### src/rtl/ifetch_if.sv
// ifetch_if: fetch request/response channel between the fetch unit (master) and its responder (slave)
interface ifetch_if #(
  parameter int AW = 32,
  parameter int DW = 32
);
  logic          req_vld;
  logic          req_rdy;
  logic [AW-1:0] req_pc;
  logic          rsp_vld;
  logic          rsp_rdy;
  logic [DW-1:0] rsp_ir;
  modport master (output req_vld, req_pc, rsp_rdy, input req_rdy, rsp_vld, rsp_ir);
  modport slave  (input req_vld, req_pc, rsp_rdy, output req_rdy, rsp_vld, rsp_ir);
endinterface

### src/rtl/ifetch_resp.sv
// ifetch_resp: serves fetch PCs from a 1-cycle-latency SRAM through an in-order response FIFO
module ifetch_resp #(
  parameter int            AW     = 32,
  parameter int            DW     = 32,
  parameter int            MAW    = 12,
  parameter int            DEPTH  = 2,
  parameter logic [DW-1:0] ILL_IR = '0
) (
  input  logic           clk,
  input  logic           rst_n,
  ifetch_if.slave        ifetch,
  output logic           mem_ce,
  output logic [MAW-1:0] mem_addr,
  input  logic [DW-1:0]  mem_rdata,
  output logic [31:0]    fetch_cnt
);
  localparam int PW = $clog2(DEPTH);
  localparam int CW = $clog2(DEPTH + 1);
  logic [DW-1:0] fifo [DEPTH];
  logic [PW-1:0] wp, rp;
  logic [CW-1:0] cnt;
  logic [CW:0]   occ;
  logic          inflt, inflt_bad, bad, req_hsk, rsp_hsk;
  assign rsp_hsk = ifetch.rsp_vld & ifetch.rsp_rdy;
  // Reserve a slot for the read in flight so the FIFO can never overflow
  assign occ = {1'b0, cnt} + (CW+1)'(inflt) - (CW+1)'(rsp_hsk);
  assign ifetch.req_rdy = rst_n & (occ < (CW+1)'(DEPTH));
  assign req_hsk = ifetch.req_vld & ifetch.req_rdy;
  assign bad = (|ifetch.req_pc[1:0]) | (|ifetch.req_pc[AW-1:MAW+2]);
  assign mem_ce = req_hsk & ~bad;
  assign mem_addr = mem_ce ? ifetch.req_pc[MAW+1:2] : '0;
  assign ifetch.rsp_vld = cnt != '0;
  assign ifetch.rsp_ir = fifo[rp];
  always_ff @(posedge clk or negedge rst_n)
    if (!rst_n) begin
      wp <= '0;
      rp <= '0;
      cnt <= '0;
      inflt <= 1'b0;
      inflt_bad <= 1'b0;
      fetch_cnt <= '0;
      for (int i = 0; i < DEPTH; i++) fifo[i] <= '0;
    end else begin
      inflt <= req_hsk;
      inflt_bad <= bad;
      if (req_hsk) fetch_cnt <= fetch_cnt + 32'd1;
      if (inflt) begin
        fifo[wp] <= inflt_bad ? ILL_IR : mem_rdata;
        wp <= wp + 1'b1;
      end
      if (rsp_hsk) rp <= rp + 1'b1;
      if (inflt & ~rsp_hsk) cnt <= cnt + 1'b1;
      else if (rsp_hsk & ~inflt) cnt <= cnt - 1'b1;
    end
endmodule

### src/flat_wrapper.sv
// flat-port wrapper written by rule: the top's interface ports become plain ports
module ifetch_resp_flat 
#(
  parameter int            AW     = 32,
  parameter int            DW     = 32,
  parameter int            MAW    = 12,
  parameter int            DEPTH  = 2,
  parameter logic [DW-1:0] ILL_IR = '0
)
  (clk, rst_n, mem_ce, mem_addr, mem_rdata, fetch_cnt, ifetch_req_vld, ifetch_req_pc, ifetch_rsp_rdy, ifetch_req_rdy, ifetch_rsp_vld, ifetch_rsp_ir);
  ifetch_if #(.AW(AW), .DW(DW)) ifetch_i ();
  input  logic clk;
  input  logic rst_n;
  output logic mem_ce;
  output logic [MAW-1:0] mem_addr;
  input  logic [DW-1:0] mem_rdata;
  output logic [31:0] fetch_cnt;
  input wire logic [$bits(ifetch_i.req_vld)-1:0] ifetch_req_vld;
  input wire logic [$bits(ifetch_i.req_pc)-1:0] ifetch_req_pc;
  input wire logic [$bits(ifetch_i.rsp_rdy)-1:0] ifetch_rsp_rdy;
  output wire logic [$bits(ifetch_i.req_rdy)-1:0] ifetch_req_rdy;
  output wire logic [$bits(ifetch_i.rsp_vld)-1:0] ifetch_rsp_vld;
  output wire logic [$bits(ifetch_i.rsp_ir)-1:0] ifetch_rsp_ir;
  assign ifetch_i.req_vld = ifetch_req_vld;
  assign ifetch_i.req_pc = ifetch_req_pc;
  assign ifetch_i.rsp_rdy = ifetch_rsp_rdy;
  assign ifetch_req_rdy = ifetch_i.req_rdy;
  assign ifetch_rsp_vld = ifetch_i.rsp_vld;
  assign ifetch_rsp_ir = ifetch_i.rsp_ir;
  ifetch_resp #(.AW(AW), .DW(DW), .MAW(MAW), .DEPTH(DEPTH), .ILL_IR(ILL_IR)) u_core (.clk(clk), .rst_n(rst_n), .ifetch(ifetch_i), .mem_ce(mem_ce), .mem_addr(mem_addr), .mem_rdata(mem_rdata), .fetch_cnt(fetch_cnt));
endmodule
### config.mk
export PLATFORM = sky130hd
export DESIGN_NAME = ifetch_resp_flat
export DESIGN_NICKNAME = d
export VERILOG_FILES = /design/src/rtl/ifetch_if.sv /design/src/rtl/ifetch_resp.sv /design/src/flat_wrapper.sv
export SDC_FILE = /design/constraint.sdc
export NUM_CORES = 1
export LEC_CHECK = 0
export CORE_ASPECT_RATIO = 1.25
export CORE_UTILIZATION = 50
export CTS_BUF_LIST = sky130_fd_sc_hd__clkbuf_2 sky130_fd_sc_hd__clkbuf_4 sky130_fd_sc_hd__clkbuf_8
export DETAILED_ROUTE_END_ITERATION = 8
export HOLD_SLACK_MARGIN = 0.06
export PLACE_DENSITY = 0.85
export SYNTH_ARGS = -nofsm -noshare
export SYNTH_HDL_FRONTEND = slang
export SYNTH_SLANG_ARGS = --single-unit
### constraint.sdc
create_clock -name clk -period 5.1 [get_ports clk]
set_clock_uncertainty 0.2 [all_clocks]
set_input_delay 0.765 -clock clk [delete_from_list [all_inputs] [get_ports clk]]
set_output_delay 0.765 -clock clk [all_outputs]
set_load 0.01 [all_outputs]
After elaboration in Yosys (flattened, before gate mapping)
Cells that the tools add are included.
{ "op_classes": {"magnitude_cmp": 4, "reduce_logical": 5, "add_sub_neg": 7, "n_bitwise": 12, "mux": 10} }
{ "ops": {"columns": ["op", "count"], "rows": [
  ["32-bit two-way mux", 5],
  ["64-bit bitwise mux", 1],
  ["32-bit by 1-bit adder with 32-bit output (second input constant)", 1],
  ["32-bit demux with 1-bit select", 1],
  ["18-bit OR reduction", 1],
  ["12-bit two-way mux", 1],
  ["1-bit bitwise AND", 6],
  ["2-bit greater-or-equal comparator (second input constant)", 2],
  ["2-bit two-way mux", 2],
  ["1-bit inverter with 2-bit output", 2],
  ["2-bit nonzero test", 2],
  ["2-bit by 1-bit adder with 3-bit output", 1],
  ["3-bit by 2-bit less-than comparator with 1-bit output (second input constant)", 1],
  ["1-bit inverter", 3],
  ["3-bit by 1-bit subtractor with 3-bit output", 1],
  ["1-bit adder (second input constant)", 2],
  ["2-bit by 1-bit adder with 2-bit output (second input constant)", 1],
  ["2-bit by 1-bit less-than comparator with 1-bit output (second input constant)", 1],
  ["2-bit OR reduction", 1],
  ["2-bit by 1-bit subtractor with 2-bit output (second input constant)", 1],
  ["1-bit logical AND", 1],
  ["1-bit bitwise OR", 1]
]} }
{ "word_totals": {"word_cells": 46, "out_inout_bits": 79, "input_bits": 68, "ff_bits": 102} }

Longest topological paths before layout
Gate-level depths: netlist of run 1.
{ "logic_depth": {"ltp_word": 8, "ltp_mapped": 11, "mapped_depth_nobuf": 10} }

Least setup slack after synthesis of run 1
No wires, ideal clock.
{ "synth_timing": {"path_kind": "flip-flop to output port", "startpoint": "register u_core.cnt[1]", "endpoint": "output port mem_addr[10]", "arrival_time_ps": 2870, "stages_incl_launch_ff": 12, "setup_slack_ps": 1265, "path_cell_list": "dfrtp_1 -> or2_2 -> nand2_1 -> inv_1 -> ha_1 -> nand2b_1 -> fa_1 -> and3_2 -> nand2_1 -> nor3_1 -> buf_2 -> and2_1"} }
{ "synth_via": {"elab_chain_len": 8, "elab_cells_between_ends": 9, "classes_between": "add/sub (2); order compare (1); mux (1); bitwise (4); reduce/logical (1)"} }
{ "synth_rtl": {"columns": ["element", "line_no", "source"], "rows": [
  ["from (decl)", "ifetch_resp.sv:21", "logic [CW-1:0] cnt;"],
  ["from (signal assigned)", "ifetch_resp.sv:52", "if (inflt & ~rsp_hsk) cnt <= cnt + 1'b1;"],
  ["from (signal assigned)", "ifetch_resp.sv:53", "else if (rsp_hsk & ~inflt) cnt <= cnt - 1'b1;"],
  ["2-bit nonzero test", "ifetch_resp.sv:32", "assign ifetch.rsp_vld = cnt != '0;"],
  ["named net ifetch_rsp_vld", "flat_wrapper.sv:22", "output wire logic [$bits(ifetch_i.rsp_vld)-1:0] ifetch_rsp_vld;"],
  ["1-bit bitwise AND", "ifetch_resp.sv:24", "assign rsp_hsk = ifetch.rsp_vld & ifetch.rsp_rdy;"],
  ["named net u_core.rsp_hsk", "ifetch_resp.sv:23", "logic inflt, inflt_bad, bad, req_hsk, rsp_hsk;"],
  ["3-bit by 1-bit subtractor with 3-bit output", "ifetch_resp.sv:26", "assign occ = {1'b0, cnt} + (CW+1)'(inflt) - (CW+1)'(rsp_hsk);"],
  ["3-bit by 2-bit less-than comparator with 1-bit output", "ifetch_resp.sv:27", "assign ifetch.req_rdy = rst_n & (occ < (CW+1)'(DEPTH));"],
  ["1-bit bitwise AND", "ifetch_resp.sv:27", null],
  ["1-bit bitwise AND", "ifetch_resp.sv:28", "assign req_hsk = ifetch.req_vld & ifetch.req_rdy;"],
  ["1-bit bitwise AND", "ifetch_resp.sv:30", "assign mem_ce = req_hsk & ~bad;"],
  ["named net mem_ce", "flat_wrapper.sv:14", "output logic mem_ce;"],
  ["12-bit two-way mux", "ifetch_resp.sv:31", "assign mem_addr = mem_ce ? ifetch.req_pc[MAW+1:2] : '0;"],
  ["to (decl)", "flat_wrapper.sv:15", "output logic [MAW-1:0] mem_addr;"]
]} }
The timed path passes the listed nets, and every way through them passes these cells.

Worst setup path in the final report of run 1
{ "layout_timing": {"startpoint": "register u_core.cnt[1]", "endpoint": "output port mem_addr[0]"} }
{ "layout_via": {"elab_chain_len": 8, "elab_cells_between_ends": 9, "classes_between": "add/sub (2); order compare (1); mux (1); bitwise (4); reduce/logical (1)"} }
{ "layout_rtl": {"columns": ["element", "line_no"], "rows": [
  ["2-bit nonzero test", "ifetch_resp.sv:32"],
  ["1-bit bitwise AND", "ifetch_resp.sv:24"],
  ["named net u_core.rsp_hsk", "ifetch_resp.sv:23"],
  ["3-bit by 1-bit subtractor with 3-bit output", "ifetch_resp.sv:26"],
  ["3-bit by 2-bit less-than comparator with 1-bit output", "ifetch_resp.sv:27"],
  ["1-bit bitwise AND", "ifetch_resp.sv:27"],
  ["1-bit bitwise AND", "ifetch_resp.sv:28"],
  ["1-bit bitwise AND", "ifetch_resp.sv:30"],
  ["12-bit two-way mux", "ifetch_resp.sv:31"]
]} }
The timed path passes the listed nets, and every way through them passes these cells.

==> results of run 1 <==
## final timing paths
check                                      from              endpoint  slack, ps  cells past startpoint
min in group clk           u_core.fetch_cnt[31]  u_core.fetch_cnt[31]        280                      1
max in group asynchronous                 rst_n       u_core.fifo[26]       3350                      2
max                               u_core.cnt[1]           mem_addr[0]        330                     12
max reg2reg                       u_core.cnt[1]  u_core.fetch_cnt[13]       1430                     10
min reg2reg                u_core.fetch_cnt[31]  u_core.fetch_cnt[31]        280                      1
min                                       rst_n        u_core.fifo[6]        150                      1
## per-stage QoR
step	hold slack, ps	power (mW)	instances	cell area [µm²]
6_report	154	3.00	727	6590
5_1_grt	187	3.21	727	6590
4_1_cts	161	3.03	727	6590
3_5_place_dp	266	2.46	711	6360
3_3_place_gp	256	2.40	711	6360
2_1_floorplan	244	1.88	463	4820
## power by group
part	internal [mW]	total [mW]	switching (mW)
Sequential	1.08	1.25	0.169
Combinational	0.651	1.18	0.531
Clock	0.285	0.572	0.288
Total	2.02	3.00	0.987
## routing by layer
| layer | global-route usage | vias to the layer above |
|---|---|---|
| li1 | - | 1840 |
| met1 | 0.317 | 1839 |
| met2 | 0.397 | 136 |
| met3 | 0.0560 | 19 |
| met4 | 0.0721 | 0 |
| met5 | 0 | - |
## cell families after synthesis
family	count (synthesis)
simple gates	193
xor+xnor	38
flops	102
compound gates	64
fa+ha+maj	4
mux	33
buf+inv	29
## final cells by class
cell class	instances	share of cell area
Timing Repair Buffer	149	0.225
Inverter	5	0.00285
Clock buffer	9	0.0188
Sequential cell	102	0.387
Tap cell	123	0.0234
Multi-Input combinational cell	332	0.327
Clock inverter	7	0.0156
## registers in the layout, indices dropped and copies added (netlist names)
signal and count:
u_core.fifo 64, u_core.wp 1, u_core.rp 1, u_core.inflt 1, u_core.cnt 2, u_core.fetch_cnt 32, u_core.inflt_bad 1
## cell usage in the layout (no fill, tap or decap), types with 13 or more instances in the layout
cell type        instances
o21ai_0                 64
nand2b_1                33
nand3_1                 13
xnor2_1                 30
mux2_2                  33
nand4_1                 16
and2_1                  13
dfrtp_1                102
nand2_1                 78
clkdlybuf4s50_1        145
==> flow_metrics.env, run 1 <==
export IMPL_drtAntennaViolNets=0
export IMPL_synthFlopType="dfrtp_1"
export IMPL_synthCells=463
export IMPL_drt_iter0_markers=165
export IMPL_routed_wl_um=11400
export IMPL_syn2layout_area_growth_pct=36.7
export IMPL_post_cts_buffers=0
export IMPL_worst_path_max_fanout=13
export IMPL_setup_viol=0
export IMPL_antenna_found_initial=0
export IMPL_slew_violations=0
export IMPL_ys_warn_count=0
export IMPL_fin_crit_ps=4770
export IMPL_cpMostUsedCell="nand2_1"
export IMPL_dieHeight_um=112
export IMPL_nNetsFinal=671
export IMPL_async_reset_ff_frac=1.00
export IMPL_slowest_delay_ps=550
export IMPL_tns_ps=0
export IMPL_synth_nets=535
export IMPL_viasPerCell=5.27
export IMPL_grt_pass1_wl_um=19400
export IMPL_maxCapViolations=0
export IMPL_multi_input_area_mm2=0.00216
export IMPL_numClockSinks=102
export IMPL_dp_hpwl_um=7960
export IMPL_status="completed"
export IMPL_cts_hold_buf=0
export IMPL_wire_per_inst_um=15.7
export IMPL_die_area_mm2=0.0100
export IMPL_top_layer_used="met4"
export IMPL_synthMuxAreaShare=0.0771
export IMPL_synth_area_mm2=0.00482
export IMPL_diodes=0
export IMPL_register_area_mm2=0.00255
export IMPL_fin_crit_sh=0.936
export IMPL_synth_area_per_cell_um2=10.4
export IMPL_insertion_delay_ps=360
export IMPL_grt_max_degree=67
export IMPL_pin_count=147
export IMPL_worstSetupStartpointType="flop"
export IMPL_crit_type="flop to output pin"
export IMPL_synth_seq_cells=102
export IMPL_synth_common_cells="102 x dfrtp_1, 79 x nand2_1, 64 x o21ai_0"
export IMPL_critical_path_buf_inv_count=3
export IMPL_clk_path_buf_depth=2
export IMPL_gr_total_overflow=0
export IMPL_synth_compound_area_frac=0.0665
export IMPL_worst_hold_path_type="input pin to asynchronous set/reset pin"
export IMPL_ir_drop_mv=0.247
export IMPL_worst_slack_ps=326
export IMPL_crit_chain="or2_2 > nand2_1 > inv_1 > ha_1 > nand2b_1 > fa_1 > and3_2 > nand2_1 > nor3_1 > buf_4 > and2_1 > clkdlybuf4s50_1"
export IMPL_drive_above_1_share=0.114
export IMPL_port_buffers=146
export IMPL_worst_pin_slew_ps=1070
export IMPL_grt_util_all_layers=0.241
export IMPL_dr_total_vias=3834
export IMPL_preCtsSetupSlack_ps=355
export IMPL_cts_inserted_buffers=9
export IMPL_leakage_nw=2.75
export IMPL_synth_area_leaders="dfrtp_1 53%, mux2_2 7.7%, o21ai_0 6.6%, nand2_1 6.2%, xnor2_1 5.5%"
export IMPL_path_delay_family="simple AND/OR/NAND/NOR gates"
export IMPL_rsz0062_at_grt="no"
export IMPL_slowest_stage="fa_1"
export IMPL_yosysMostFrequentCell="dfrtp_1"
export IMPL_wl_met1_um=4960
export IMPL_clk_pin_slew_ps=100
export IMPL_arrival_ps=3810
export IMPL_route_met2_wl_um=5490
export IMPL_grt_pass1_vias=3984
export IMPL_fillCellCount=703
export IMPL_first_pass_iters=4
export IMPL_dr_wl_met3_um=732
export IMPL_critPathCaptureType="output pin"
export IMPL_gp_congestion=0.769
export IMPL_yosys_area_share_adder=0.0119
export IMPL_synth_seq_area_share=0.530
export IMPL_drc=0
export IMPL_synth_xor_area_frac=0.0706
export IMPL_yosys_cell_types_count=32
export IMPL_hold_viol=0
export IMPL_die_w_um=89.8
export IMPL_synth_top_cell_by_area="dfrtp_1"
export IMPL_coreArea_mm2=0.00927
export IMPL_worst_ep_required_time_ps=4140
export IMPL_cts_tree="built"
export IMPL_max_freq_ghz=0.209
export IMPL_num_rows=39
export IMPL_cts_resized=0
export IMPL_synth_edf_count=0
export IMPL_clockRootBuffer="clkbuf_8"
export IMPL_fin_util=0.711
export IMPL_start_util=0.520
export IMPL_synth_top_cell_area_share=0.530
export IMPL_relSlewSlack=0.286
export IMPL_p_per_area_mw_per_mm2=456
export IMPL_htree_levels=3
export IMPL_synth_simple_area_share=0.220
export IMPL_synth_top_family_by_area="simple AND/OR/NAND/NOR gates"
Note: power is estimated with default switching activity, not from simulation.
==> run 2: changes to the inputs <==
--- a/config.mk
+++ b/config.mk
@@ -6,11 +6,11 @@
 export NUM_CORES = 1
 export LEC_CHECK = 0
 export CORE_ASPECT_RATIO = 1.25
-export CORE_UTILIZATION = 50
+export CORE_UTILIZATION = 52
 export CTS_BUF_LIST = sky130_fd_sc_hd__clkbuf_2 sky130_fd_sc_hd__clkbuf_4 sky130_fd_sc_hd__clkbuf_8
 export DETAILED_ROUTE_END_ITERATION = 8
 export HOLD_SLACK_MARGIN = 0.06
-export PLACE_DENSITY = 0.85
+export PLACE_DENSITY = 0.88
 export SYNTH_ARGS = -nofsm -noshare
 export SYNTH_HDL_FRONTEND = slang
 export SYNTH_SLANG_ARGS = --single-unit
==> constraint.sdc (replaced) <==
create_clock -name clk -period 5.8 [get_ports clk]
set_clock_uncertainty 0.2 [all_clocks]
set_input_delay 0.87 -clock clk [delete_from_list [all_inputs] [get_ports clk]]
set_output_delay 0.87 -clock clk [all_outputs]
set_load 0.01 [all_outputs]
==> run 2 against run 1 <==
Against the previous run:
- critical endpoint is now mem_addr[6]
- sequential cell count is the same
- combinational power shrank 13%
- hold slack better by 33 ps
- die area fell by 3.8%
- critical path type is now input pin to output pin
- sequential share of layout area is essentially flat
- setup slack gained 490 ps
- sequential power decreased by 11%
- clock-buffer cell count up 1
==> flow_metrics.env, run 2 (synthesis results as in run 1) <==
export IMPL_status="completed"
export IMPL_max_freq_ghz=0.201
export IMPL_relSlewSlack=0.263
export IMPL_worst_pin_slew_ps=1110
export IMPL_fin_crit_sh=0.860
export IMPL_worstSetupStartpointType="input pin"
export IMPL_clk_path_buf_depth=2
export IMPL_setup_viol=0
export IMPL_worst_hold_path_type="input pin to asynchronous set/reset pin"
export IMPL_hold_viol=0
export IMPL_dieHeight_um=110
export IMPL_syn2layout_area_growth_pct=36.6
export IMPL_routed_wl_um=11600
export IMPL_tns_ps=0
export IMPL_leakage_nw=2.75
export IMPL_place_inst=708
export IMPL_grt_pass1_wl_um=18600
export IMPL_dp_hpwl_um=8140
export IMPL_antenna_found_initial=0
export IMPL_die_area_mm2=0.00966
export IMPL_final_cell_mix="145 x clkdlybuf4s50_1, 102 x dfrtp_1, 78 x nand2_1"
export IMPL_top_register="u_core.fifo"
export IMPL_largest_register_ffs=64
export IMPL_arrival_ps=3920
export IMPL_critPathCaptureType="output pin"
export IMPL_nNetsFinal=671
export IMPL_reg2reg_slack_ps=2110
export IMPL_first_pass_iters=4
export IMPL_wire_per_inst_um=16.0
export IMPL_critical_path_buf_inv_count=4
export IMPL_clockRootBuffer="clkbuf_8"
export IMPL_cts_inserted_buffers=9
export IMPL_path_delay_family="buffers and inverters"
export IMPL_grt_max_degree=82
export IMPL_fin_crit_ps=4990
export IMPL_worst_slack_ps=815
export IMPL_dr_total_vias=3875
export IMPL_gp_congestion=0.825
export IMPL_drc=0
export IMPL_clk_pin_slew_ps=100
export IMPL_num_rows=38
export IMPL_crit_type="input pin to output pin"
export IMPL_crit_chain="clkdlybuf4s50_1 > nand2_1 > inv_1 > ha_1 > nand2b_1 > fa_1 > xnor2_1 > nand2_1 > nor3_1 > buf_4 > and2_1 > clkdlybuf4s50_1"
export IMPL_cts_resized=0
export IMPL_p_per_area_mw_per_mm2=401
export IMPL_diodes=0
export IMPL_start_util=0.545
export IMPL_drt_iter0_markers=182
export IMPL_cts_hold_buf=0
export IMPL_viasPerCell=5.35
export IMPL_worst_ep_required_time_ps=4730
export IMPL_worst_path_max_fanout=13
export IMPL_die_w_um=88.1
export IMPL_grt_util_all_layers=0.252
export IMPL_instances_no_fill=724
export IMPL_maxCapViolations=0
export IMPL_slowest_stage="clkdlybuf4s50_1"
export IMPL_drtAntennaViolNets=0
export IMPL_cts_tree="built"
export IMPL_final_common_cell="clkdlybuf4s50_1"
export IMPL_coreArea_mm2=0.00884
export IMPL_gr_total_overflow=0
export IMPL_port_buffers=146
export IMPL_slew_violations=0
export IMPL_rsz0062_at_grt="no"
export IMPL_post_cts_buffers=0
export IMPL_slowest_delay_ps=540
export IMPL_ir_drop_mv=0.269
export IMPL_preCtsSetupSlack_ps=829
export IMPL_numClockSinks=102
export IMPL_pin_count=147
export IMPL_largest_registers="u_core.fifo x64, u_core.fetch_cnt x32, u_core.cnt x2"
export IMPL_drive_above_1_share=0.114
export IMPL_grt_pass1_vias=3878
export IMPL_insertion_delay_ps=370
export IMPL_htree_levels=3
## run 2: cell types whose count changed in the layout (fill, tap and decap cells not counted), sizes merged
cell | previous run | this run
clkbuf | 9 | 10
inv | 9 | 7
clkinvlp | 0 | 1
## run 2: per-layer routing
layer  up-vias  global-route usage  wire (µm)
met1      1903               0.317       4980
li1       1841                   -          -
met4         0              0.0795        158
met3        14              0.0668        744
met2       117               0.424       5670
met5         -                   0          0
## run 2: worst paths after layout
check | startpoint | endpoint | depth (start not counted)
worst max register to register | u_core.cnt[1] | u_core.fetch_cnt[11] | 10
max in group asynchronous | rst_n | u_core.fifo[21] | 2
worst min-delay path | rst_n | u_core.fetch_cnt[7] | 1
worst max-delay path | ifetch_rsp_rdy | mem_addr[6] | 12
min in group clk | u_core.fetch_cnt[31] | u_core.fetch_cnt[31] | 1
worst min register to register | u_core.fetch_cnt[31] | u_core.fetch_cnt[31] | 1
## run 2: area by class of cell
class	count	area (µm²)
clock inverter	6	92.6
timing repair buffer	149	1480
tap	120	150
clock buffer	10	131
fill	655	2260
sequential	102	2550
multi-input combinational	332	2160
inverter	5	18.8
## run 2: worst reg2reg max path: cells and delay by family (launching register included)
kind	cells	cell delay (ps)
AND/OR/NAND/NOR	6	1840
flip-flops	1	490
buffers and inverters	1	60
XOR/XNOR	1	180
adder cells (fa/ha/maj)	2	810
## run 2: through the flow
stage | power (mW) | area, µm² | hold WS, ps | util
3_3_place_gp | 2.10 | 6360 | 256 | 0.719
6_report | 2.64 | 6580 | 187 | 0.744
3_5_place_dp | 2.16 | 6360 | 265 | 0.719
2_1_floorplan | 1.65 | 4820 | 244 | -
4_1_cts | 2.66 | 6580 | 180 | 0.744
5_1_grt | 2.81 | 6580 | 181 | 0.744
## run 2: report_power, final
group	internal, mW	switching (mW)	total [mW]
combinational	0.573	0.460	1.03
sequential	0.950	0.157	1.11
clock	0.252	0.245	0.496
total	1.77	0.863	2.64
==> run 3: changes to the inputs <==
--- a/config.mk
+++ b/config.mk
@@ -7,7 +7,7 @@
 export LEC_CHECK = 0
 export CORE_ASPECT_RATIO = 1.25
 export CORE_UTILIZATION = 52
-export CTS_BUF_LIST = sky130_fd_sc_hd__clkbuf_2 sky130_fd_sc_hd__clkbuf_4 sky130_fd_sc_hd__clkbuf_8
+export CTS_BUF_LIST = sky130_fd_sc_hd__clkbuf_4
 export DETAILED_ROUTE_END_ITERATION = 8
 export HOLD_SLACK_MARGIN = 0.06
 export PLACE_DENSITY = 0.88
==> run 3 against run 2 <==
Against the previous run:
- total power down 3.1%
- die area stayed put
- sequential share of layout area rose by 0.33 points
- register-to-register slack lost 30 ps
- sequential power barely moved
- global-route usage fell by 0.25 points
- setup slack got worse by 39 ps
- final cell count did not move
- critical path depth is the same
- hold slack worse by 93 ps
- via count is 0.13% higher
- non-clock buffer count unchanged
==> flow_metrics.env, run 3 (synthesis results as in run 1) <==
export IMPL_status="completed"
export IMPL_largest_register_ffs=64
export IMPL_cts_resized=0
export IMPL_fin_crit_sh=0.866
export IMPL_worstSetupStartpointType="flop"
export IMPL_antenna_found_initial=0
export IMPL_cts_tree="built"
export IMPL_place_inst=708
export IMPL_port_buffers=146
export IMPL_syn2layout_area_growth_pct=35.4
export IMPL_drtAntennaViolNets=0
export IMPL_register_area_mm2=0.00255
export IMPL_p_per_area_mw_per_mm2=392
export IMPL_drt_iter0_markers=173
export IMPL_dp_hpwl_um=8140
export IMPL_max_freq_ghz=0.199
export IMPL_reg2reg_slack_ps=2080
export IMPL_instances_no_fill=724
export IMPL_grt_util_all_layers=0.250
export IMPL_drive_above_1_share=0.114
export IMPL_grt_max_degree=82
export IMPL_die_area_mm2=0.00966
export IMPL_swShare=0.333
export IMPL_start_util=0.545
export IMPL_setup_viol=0
export IMPL_cts_hold_buf=0
export IMPL_ir_drop_mv=0.216
export IMPL_clk_pin_slew_ps=150
export IMPL_multi_input_area_mm2=0.00216
export IMPL_grt_pass1_wl_um=18500
export IMPL_numClockSinks=102
export IMPL_die_w_um=88.1
export IMPL_dieHeight_um=110
export IMPL_pwr_share_comb=0.404
export IMPL_arrival_ps=3950
export IMPL_fillCellCount=658
export IMPL_gp_congestion=0.825
export IMPL_hold_viol=0
export IMPL_clock_power_share=0.163
export IMPL_p_seq_frac=0.433
export IMPL_reg2reg_depth=10
export IMPL_gr_total_overflow=0
export IMPL_first_pass_iters=4
export IMPL_clockRootBuffer="clkbuf_4"
export IMPL_crit_type="flop to output pin"
export IMPL_clk_path_buf_depth=2
export IMPL_nNetsFinal=671
export IMPL_num_rows=38
export IMPL_final_cell_mix="145 x clkdlybuf4s50_1, 102 x dfrtp_1, 78 x nand2_1"
export IMPL_grt_pass1_vias=3880
export IMPL_largest_registers="u_core.fifo x64, u_core.fetch_cnt x32, u_core.cnt x2"
export IMPL_drc=0
export IMPL_dr_total_vias=3880
export IMPL_hold_ws_ps=94.7
export IMPL_htree_levels=3
export IMPL_internal_power_mw=1.70
export IMPL_insertion_delay_ps=450
export IMPL_worst_pin_slew_ps=1080
export IMPL_worst_ep_required_time_ps=4730
export IMPL_final_common_cell="clkdlybuf4s50_1"
export IMPL_worst_path_max_fanout=13
export IMPL_fin_crit_ps=5020
export IMPL_diodes=0
export IMPL_routed_wl_um=11500
export IMPL_coreArea_mm2=0.00884
export IMPL_critPathCaptureType="output pin"
export IMPL_top_register="u_core.fifo"
export IMPL_rsz0062_at_grt="no"
export IMPL_post_cts_buffers=0
export IMPL_maxCapViolations=0
export IMPL_wire_per_inst_um=15.9
export IMPL_cts_inserted_buffers=9
export IMPL_leakage_nw=2.73
export IMPL_tns_ps=0
export IMPL_total_power_mw=2.56
export IMPL_relSlewSlack=0.280
export IMPL_switchingPower_mw=0.851
export IMPL_viasPerCell=5.36
export IMPL_pin_count=147
export IMPL_worst_hold_path_type="input pin to asynchronous set/reset pin"
export IMPL_slew_violations=0
## run 3: cell types whose count changed in the layout (fill, tap and decap cells not counted)
cell	change
clkbuf_8	-9
clkbuf_4	+9
## run 3: worst max-delay path, stage by stage, from the launching register on
cell and delay, ps:
dfrtp_1 510, or2_2 350, nand2_1 140, inv_1 60
ha_1 280, nand2b_1 150, fa_1 440, xnor2_1 270
nand2_1 210, nor3_1 230, buf_4 190, and2_1 150
clkdlybuf4s50_1 540
## run 3: layout make-up
cell class,count,share of cell area
clock inverter,6,0.0142
inverter,5,0.00288
multi-input combinational,332,0.330
sequential,102,0.391
timing repair buffer,149,0.227
clock buffer,10,0.0115
tap,120,0.0230
## run 3: routing by layer
| layer | wire, µm | track usage | vias up | part of all wire |
|---|---|---|---|---|
| met5 | 0 | 0 | - | 0 |
| met4 | 154 | 0.0806 | 0 | 0.013 |
| met3 | 753 | 0.0556 | 13 | 0.065 |
| met2 | 5770 | 0.430 | 106 | 0.50 |
| met1 | 4850 | 0.310 | 1912 | 0.42 |
| li1 | - | - | 1849 | - |
## run 3: power groups by stage
stage               Combinational [mW]  Clock, mW  Sequential (mW)
floorplan                        0.576          0             1.07
global placement                  1.00          0             1.10
detailed placement                1.04          0             1.12
CTS                               1.05      0.426             1.11
global route                      1.14      0.454             1.14
finish                            1.03      0.417             1.11
## run 3: worst paths after layout
check,from,endpoint
max reg2reg,u_core.cnt[1],u_core.fetch_cnt[11]
min,rst_n,u_core.fetch_cnt[12]
min in group clk,u_core.fetch_cnt[31],u_core.fetch_cnt[31]
max,u_core.cnt[1],mem_addr[6]
min reg2reg,u_core.fetch_cnt[31],u_core.fetch_cnt[31]
max in group asynchronous,rst_n,u_core.fifo[17]
## run 3: per-stage QoR
stage | setup slack (ps) | instance area, µm² | utilization
after floorplan | 1830 | 4820 | -
after global placement | 986 | 6360 | 0.719
after detailed placement | 829 | 6360 | 0.719
after CTS | 751 | 6530 | 0.738
after global routing | 574 | 6530 | 0.738
final | 775 | 6530 | 0.738
==> variant 1: new RTL, config.mk and constraints of run 3 <==
`MAW` is set to 12 in 2 places; all go to 18.
--- a/src/rtl/ifetch_resp.sv
+++ b/src/rtl/ifetch_resp.sv
@@ -3,5 +3,5 @@
   parameter int            AW     = 32,
   parameter int            DW     = 32,
-  parameter int            MAW    = 12,
+  parameter int            MAW    = 18,
   parameter int            DEPTH  = 2,
   parameter logic [DW-1:0] ILL_IR = '0
--- a/src/flat_wrapper.sv
+++ b/src/flat_wrapper.sv
@@ -4,5 +4,5 @@
   parameter int            AW     = 32,
   parameter int            DW     = 32,
-  parameter int            MAW    = 12,
+  parameter int            MAW    = 18,
   parameter int            DEPTH  = 2,
   parameter logic [DW-1:0] ILL_IR = '0
Ports: changed (resized mem_addr); port bits go from 147 to 153. No check against the original RTL was run, so the function may have changed too.
==> variant 1 against run 3 <==
Via count is 0.31% lower. Wire length barely moved. Setup slack better by 0.17 ns. Sequential cell count did not move. Power fell by 3.4%. Register-to-register slack improved by 0.03 ns. First-iteration DRC count is 21% higher. Combinational power hardly changed. Critical path depth stayed put. Cell area rose by 0.15%. Area after synthesis down 0.36%. Largest cell class unchanged.
==> variant 1: results (changes against run 3) <==
** Synth
- Leading post-synthesis cells by cell area :: dfrtp_1 53%, mux2_2 7.7%, o21ai_0 6.7%
- Unique cell type count in the Yosys netlist :: 26 (-19%)
- Number of nets in the synthesized netlist :: 538 (+0.56%)
- By count the netlist is led by 102 x dfrtp_1, 78 x nand2_1, 64 x o21ai_0.
- Post-synthesis instance total :: 466 (+0.65%)
- The sequential-to-total area share from yosys stat is 53.2% (+0.19 points).
- The synthesis warning total came to 0 (unchanged).

** Timing
- Tightest Pin Transition :: 1.09 ns (+0.00789 ns)

** Placement
- Number of buffer cells added on primary ports :: 152 (+4.1%)
- Routability Congestion :: 0.837 (+1.4%)
- Dpl cells :: 717 (+1.3%)
- The detailed placement HPWL came to 7850 um (-3.5%).

** Worst setup path
- Worst-case register-to-register setup slack :: 2.11 ns (+0.03 ns)
- Startpoint of the worst setup timing path :: ifetch_rsp_rdy
- The arrival time at the worst endpoint is 3.79 ns (-0.16 ns).
- Reg-to-reg endpoint :: u_core.fetch_cnt[25]
- The biggest fanout along the worst timing path was 19 (+6).
- Following the worst setup path forward leads to its endpoint at mem_addr[14].

** GRT
- First-pass GRT wire length :: 18800 um (+1.6%)
- Total GRT Usage :: 25.5% (+0.58 points)
- Global-route met3 utilization :: 8.03% (+2.5 points)
- The largest net degree at the start of global routing was 87 (+6.1%).
- Met2 Track Usage GR :: 42.7% (-0.28 points)
- The global-route track usage on met1 was 32.3% (+1.3 points).
- The number of antenna violations at the first check in global routing is 0 (unchanged).
- The via count of the first global-routing pass was 3908 (+0.72%).

** Power
- In this run, power in flip-flops and latches comes to 0.00110 W.
- Leakage power figure :: 2.74 nW (+0.58%)
- The power of the clock network came to 0.000343 W (-18%).
- PD cells :: 378 mW/mm^2 (-3.5%)
- Worst IR drop on VDD :: 200 uV (-7.5%)
- Switching power total :: 0.000827 W (-2.9%)

** Layout
- The net count of the finished layout is 681 (+1.5%).
- The share of cells above drive strength 1 is 9.45% (-2.0 points).

** Route
- Met3 Wirelength :: 714 um (-5.2%)
- Average routed wire per standard cell :: 15.7 um (-1.4%)
- The length of routed wiring on met1 is 5000 um (+3.0%).
- Iteration-0 DRC count of the detailed router :: 209 (+21%)
- The wire length reported by the detailed router came to 11500 um (about the same).
- Via-per-instance ratio :: 5.27 (-1.7%)
- Routed length on met2 :: 5710 um (-0.97%)

** Clock network
- CTS Hold Buffers Added :: 1 (+1)
- The clock latency reported for the late side of the worst-skew pair came to 0.43 ns (-0.02 ns).

** Outcome
- The run finished with clean final reports.

** Hold path
- Path type of the worst min-delay path :: register to register
variant 1: area by class of cell:
type,instances,area share (%)
clock buffers,9,1.03
clock inverters,7,0.842
inverters,5,0.287
multi-input cells,335,32.8
flip-flops and latches,102,39.1
well taps,120,2.30
repair buffers,156,23.7
variant 1: stage by stage:
stage | worst slack [ns] | instance area, um^2 | hold WS (ns)
global placement | 1.03 | 6400 | 0.256
finish | 0.941 | 6540 | 0.283
CTS | 0.918 | 6540 | 0.285
detailed placement | 0.931 | 6400 | 0.262
floorplan | 1.82 | 4800 | 0.244
global route | 0.608 | 6540 | 0.309
variant 1: cells by family after synthesis:
family	count (synthesis)	synth area share, %
and+or+nand+nor	196	21.9
DFF	102	53.2
AOI/OAI and AO/OA	64	6.67
xor gates and xnor gates	38	6.93
muxes	33	7.74
buffers and inverters	29	2.37
adders and majority gates	4	1.20
variant 1: how the worst min path moves through the flow:
stage	cells past startpoint	slack, ns	start	endpoint
3_3_place_gp	2	0.26	u_core.fifo[20]	u_core.fifo[20]
2_1_floorplan	2	0.24	u_core.fifo[0]	u_core.fifo[0]
3_5_place_dp	1	0.26	u_core.fetch_cnt[31]	u_core.fetch_cnt[31]
5_1_grt	1	0.31	u_core.fetch_cnt[31]	u_core.fetch_cnt[31]
6_report	1	0.28	u_core.fetch_cnt[31]	u_core.fetch_cnt[31]
4_1_cts	1	0.29	u_core.fetch_cnt[31]	u_core.fetch_cnt[31]
variant 1: critical path, stage by stage:
cell,delay (ns)
clkdlybuf4s50_1,0.41
nand2_1,0.11
inv_1,0.06
ha_1,0.27
nand2b_1,0.15
fa_1,0.53
and3_1,0.20
nand2_1,0.14
nor2_1,0.14
buf_4,0.20
and2_1,0.15
clkdlybuf4s50_1,0.54
==> variant 2: new RTL, flow settings as in run 3 <==
Made on the original files. Put one more register stage on the output `fetch_cnt`, without a reset. The value now appears one clock later. The other outputs are not delayed to match.
--- a/src/rtl/ifetch_resp.sv
+++ b/src/rtl/ifetch_resp.sv
@@ -17,4 +17,6 @@
   localparam int PW = $clog2(DEPTH);
   localparam int CW = $clog2(DEPTH + 1);
+
+  logic [31:0] fetch_cnt_s0;
   logic [DW-1:0] fifo [DEPTH];
   logic [PW-1:0] wp, rp;
@@ -39,10 +41,10 @@
       inflt <= 1'b0;
       inflt_bad <= 1'b0;
-      fetch_cnt <= '0;
+      fetch_cnt_s0 <= '0;
       for (int i = 0; i < DEPTH; i++) fifo[i] <= '0;
     end else begin
       inflt <= req_hsk;
       inflt_bad <= bad;
-      if (req_hsk) fetch_cnt <= fetch_cnt + 32'd1;
+      if (req_hsk) fetch_cnt_s0 <= fetch_cnt_s0 + 32'd1;
       if (inflt) begin
         fifo[wp] <= inflt_bad ? ILL_IR : mem_rdata;
@@ -53,4 +55,8 @@
       else if (rsp_hsk & ~inflt) cnt <= cnt - 1'b1;
     end
+  always_ff @(posedge clk) begin
+      fetch_cnt <= fetch_cnt_s0;
+  end
+
 endmodule
 
Formal check against the unedited RTL: not equivalent (a bounded check fails within 4 cycles, from zero or initial values and one cycle with rst_n low).
==> variant 2 against run 3 <==
Setup slack worse by 0.058 ns. Cell area is 12% higher. Fmax is 1.1% lower. Wire length is 5.6% higher. Sequential cell count is 32 higher. Power is 16% higher. Clock power is 40% higher. Area after synthesis is 13% higher. Largest power group unchanged. Highest routed layer unchanged.
==> variant 2: results (changes against run 3) <==
** Layout
- Finished Layout Cells :: 781 (+7.9%)
- Count of nets after finishing :: 711 (+6.0%)
- The filler cell count came to 740 (+12%).
- Fraction of final layout cells sized beyond drive strength 1 :: 12.7% (+1.3 points)
- Leading registers by flop count :: u_core.fifo: 64 flops, u_core.fetch_cnt: 32 flops, u_core.fetch_cnt_s0: 32 flops

** Route
- The DRC violation total after the first TritonRoute iteration was 195 (+13%).
- The wire length reported by the detailed router came to 12200 um (+5.6%).
- The remaining design rule violation count was 0 (unchanged).
- Routed vias :: 4113 (+6.0%)
- The number of detailed-routing iterations run before antenna repair was 6 (+2).

** Timing
- The number of hold violations in the final report is 0 (unchanged).
- The worst-case headroom to the max-slew limit is 26.3% (-1.7 points).

** Synth
- Post-synthesis sequential area ratio :: 58.5% (+5.5 points)
- The multiplexer fraction of the synthesized cell area was 6.81% (-0.90 points).
- Leading post-synthesis cells by cell area :: dfrtp_1 47%, dfxtp_1 12%, mux2_2 6.8%
- The average instance area after synthesis came to 11.0 um^2 (+6.0%).
- The share of flip-flops with an asynchronous set or reset after synthesis was 76.1% (-24 points).
- The count of unique library cells instantiated by Yosys is 33 (+3.1%).
- Xor and xnor fraction of the mapped netlist area :: 6.23% (-0.83 points)
- The net count after synthesis is 567 (+6.0%).
- Number of synthesis warnings :: 0 (unchanged)
- The area share of fa/ha/maj cells after synthesis is 1.05% (-0.14 points).
- Synthesized-area fraction occupied by ao, oa, aoi and oai cells :: 5.87% (-0.78 points)

** Clock network
- The clock slew at the register clock pins of the worst setup and hold paths was 0.11 ns (-0.04 ns).
- The H-tree depth came to 4 (+1).
- TritonCTS Buffers :: 17 (+8)
- The count of instances resized after the clock tree is built came to 0 (unchanged).
- Clock insertion delay at the later pin of the skew report :: 0.51 ns (+0.06 ns)

** Placement
- Detail Placement HPWL :: 8090 um (-0.64%)
- Total placed instance area :: 0.00701 mm^2 (+10%)
- The weighted congestion at the end of routability-driven global placement came to 0.780 (-5.5%).
- Dpl cells :: 749 (+5.8%)

** GRT
- Pin count of the biggest net entering global routing :: 65 (-21%)
- Via count of the first global-routing pass :: 4065 (+4.8%)
- The total track usage came to 22.8% (-2.2 points).
- The wire length of the first global-routing pass came to 19100 um (+3.2%).

** Power
- Worst IR drop on VDD :: 248 uV (+15%)
- The leakage power figure came to 3.04 nW (+12%).

** Outcome
- Outcome :: finished, final reports clean

** Worst setup path
- The arrival time at the worst endpoint was 4.01 ns (+0.06 ns).
[variant 2: cell types whose count changed after synthesis]
| cell | run 3 | this run |
|---|---|---|
| dfxtp_1 | 0 | 32 |
[variant 2: through the flow]
| step | setup WS [ns] | hold WS [ns] |
|---|---|---|
| finish | 0.717 | 0.150 |
| global placement | 0.980 | 0.180 |
| floorplan | 1.83 | 0.166 |
| detailed placement | 0.839 | 0.172 |
| CTS | 0.660 | 0.118 |
| global route | 0.441 | 0.134 |
[variant 2: power breakdown]
part           switching [W]  internal [W]  total, W
combinational       0.000472      0.000573   0.00105
sequential          0.000150       0.00118   0.00133
clock               0.000313      0.000269  0.000582
[variant 2: worst paths after layout]
check	startpoint	cells past startpoint	slack (ns)	end
setup reg to reg	u_core.cnt[1]	10	2.07	u_core.fetch_cnt_s0[17]
max in group asynchronous	rst_n	2	4.06	u_core.fifo[37]
setup / recovery	u_core.cnt[1]	12	0.72	mem_addr[3]
min in group clk	u_core.fetch_cnt_s0[31]	0	0.20	u_core.fetch_cnt[31]
hold reg to reg	u_core.fetch_cnt_s0[31]	0	0.20	u_core.fetch_cnt[31]
hold / removal	rst_n	1	0.15	u_core.fifo[51]
[variant 2: layout make-up]
| type | instances | area [um^2] | area share, % |
|---|---|---|---|
| well taps | 129 | 161 | 2.22 |
| flip-flops and latches | 134 | 3190 | 43.9 |
| repair buffers | 149 | 1480 | 20.4 |
| multi-input cells | 332 | 2160 | 29.6 |
| clock inverters | 11 | 110 | 1.51 |
| clock buffers | 21 | 158 | 2.17 |
| inverters | 5 | 18.8 | 0.258 |
[variant 2: critical path: stages (launching register included)]
cell	delay, ns
dfrtp_1	0.50
or2_2	0.35
nand2_1	0.14
inv_1	0.07
ha_1	0.28
nand2b_1	0.15
fa_1	0.44
xnor2_1	0.26
nand2_1	0.19
nor3_1	0.22
buf_4	0.19
and2_1	0.15
clkdlybuf4s50_1	0.55
[variant 2: logic make-up (layout without fill, tap and decap cells)]
logic type	count (synthesis)	after routing
flops	134	134
buf+inv	29	186
fa+ha+maj	4	4
simple gates	193	193
compound gates	64	64
xor+xnor	38	38
mux	33	33
[variant 2: per-layer routing]
metal	vias up	track usage [%]	wire, um
li1	1960	-	-
met1	2002	28.3	5280
met2	130	38.6	6120
met3	21	6.90	620
met4	0	6.77	144
met5	-	0	0
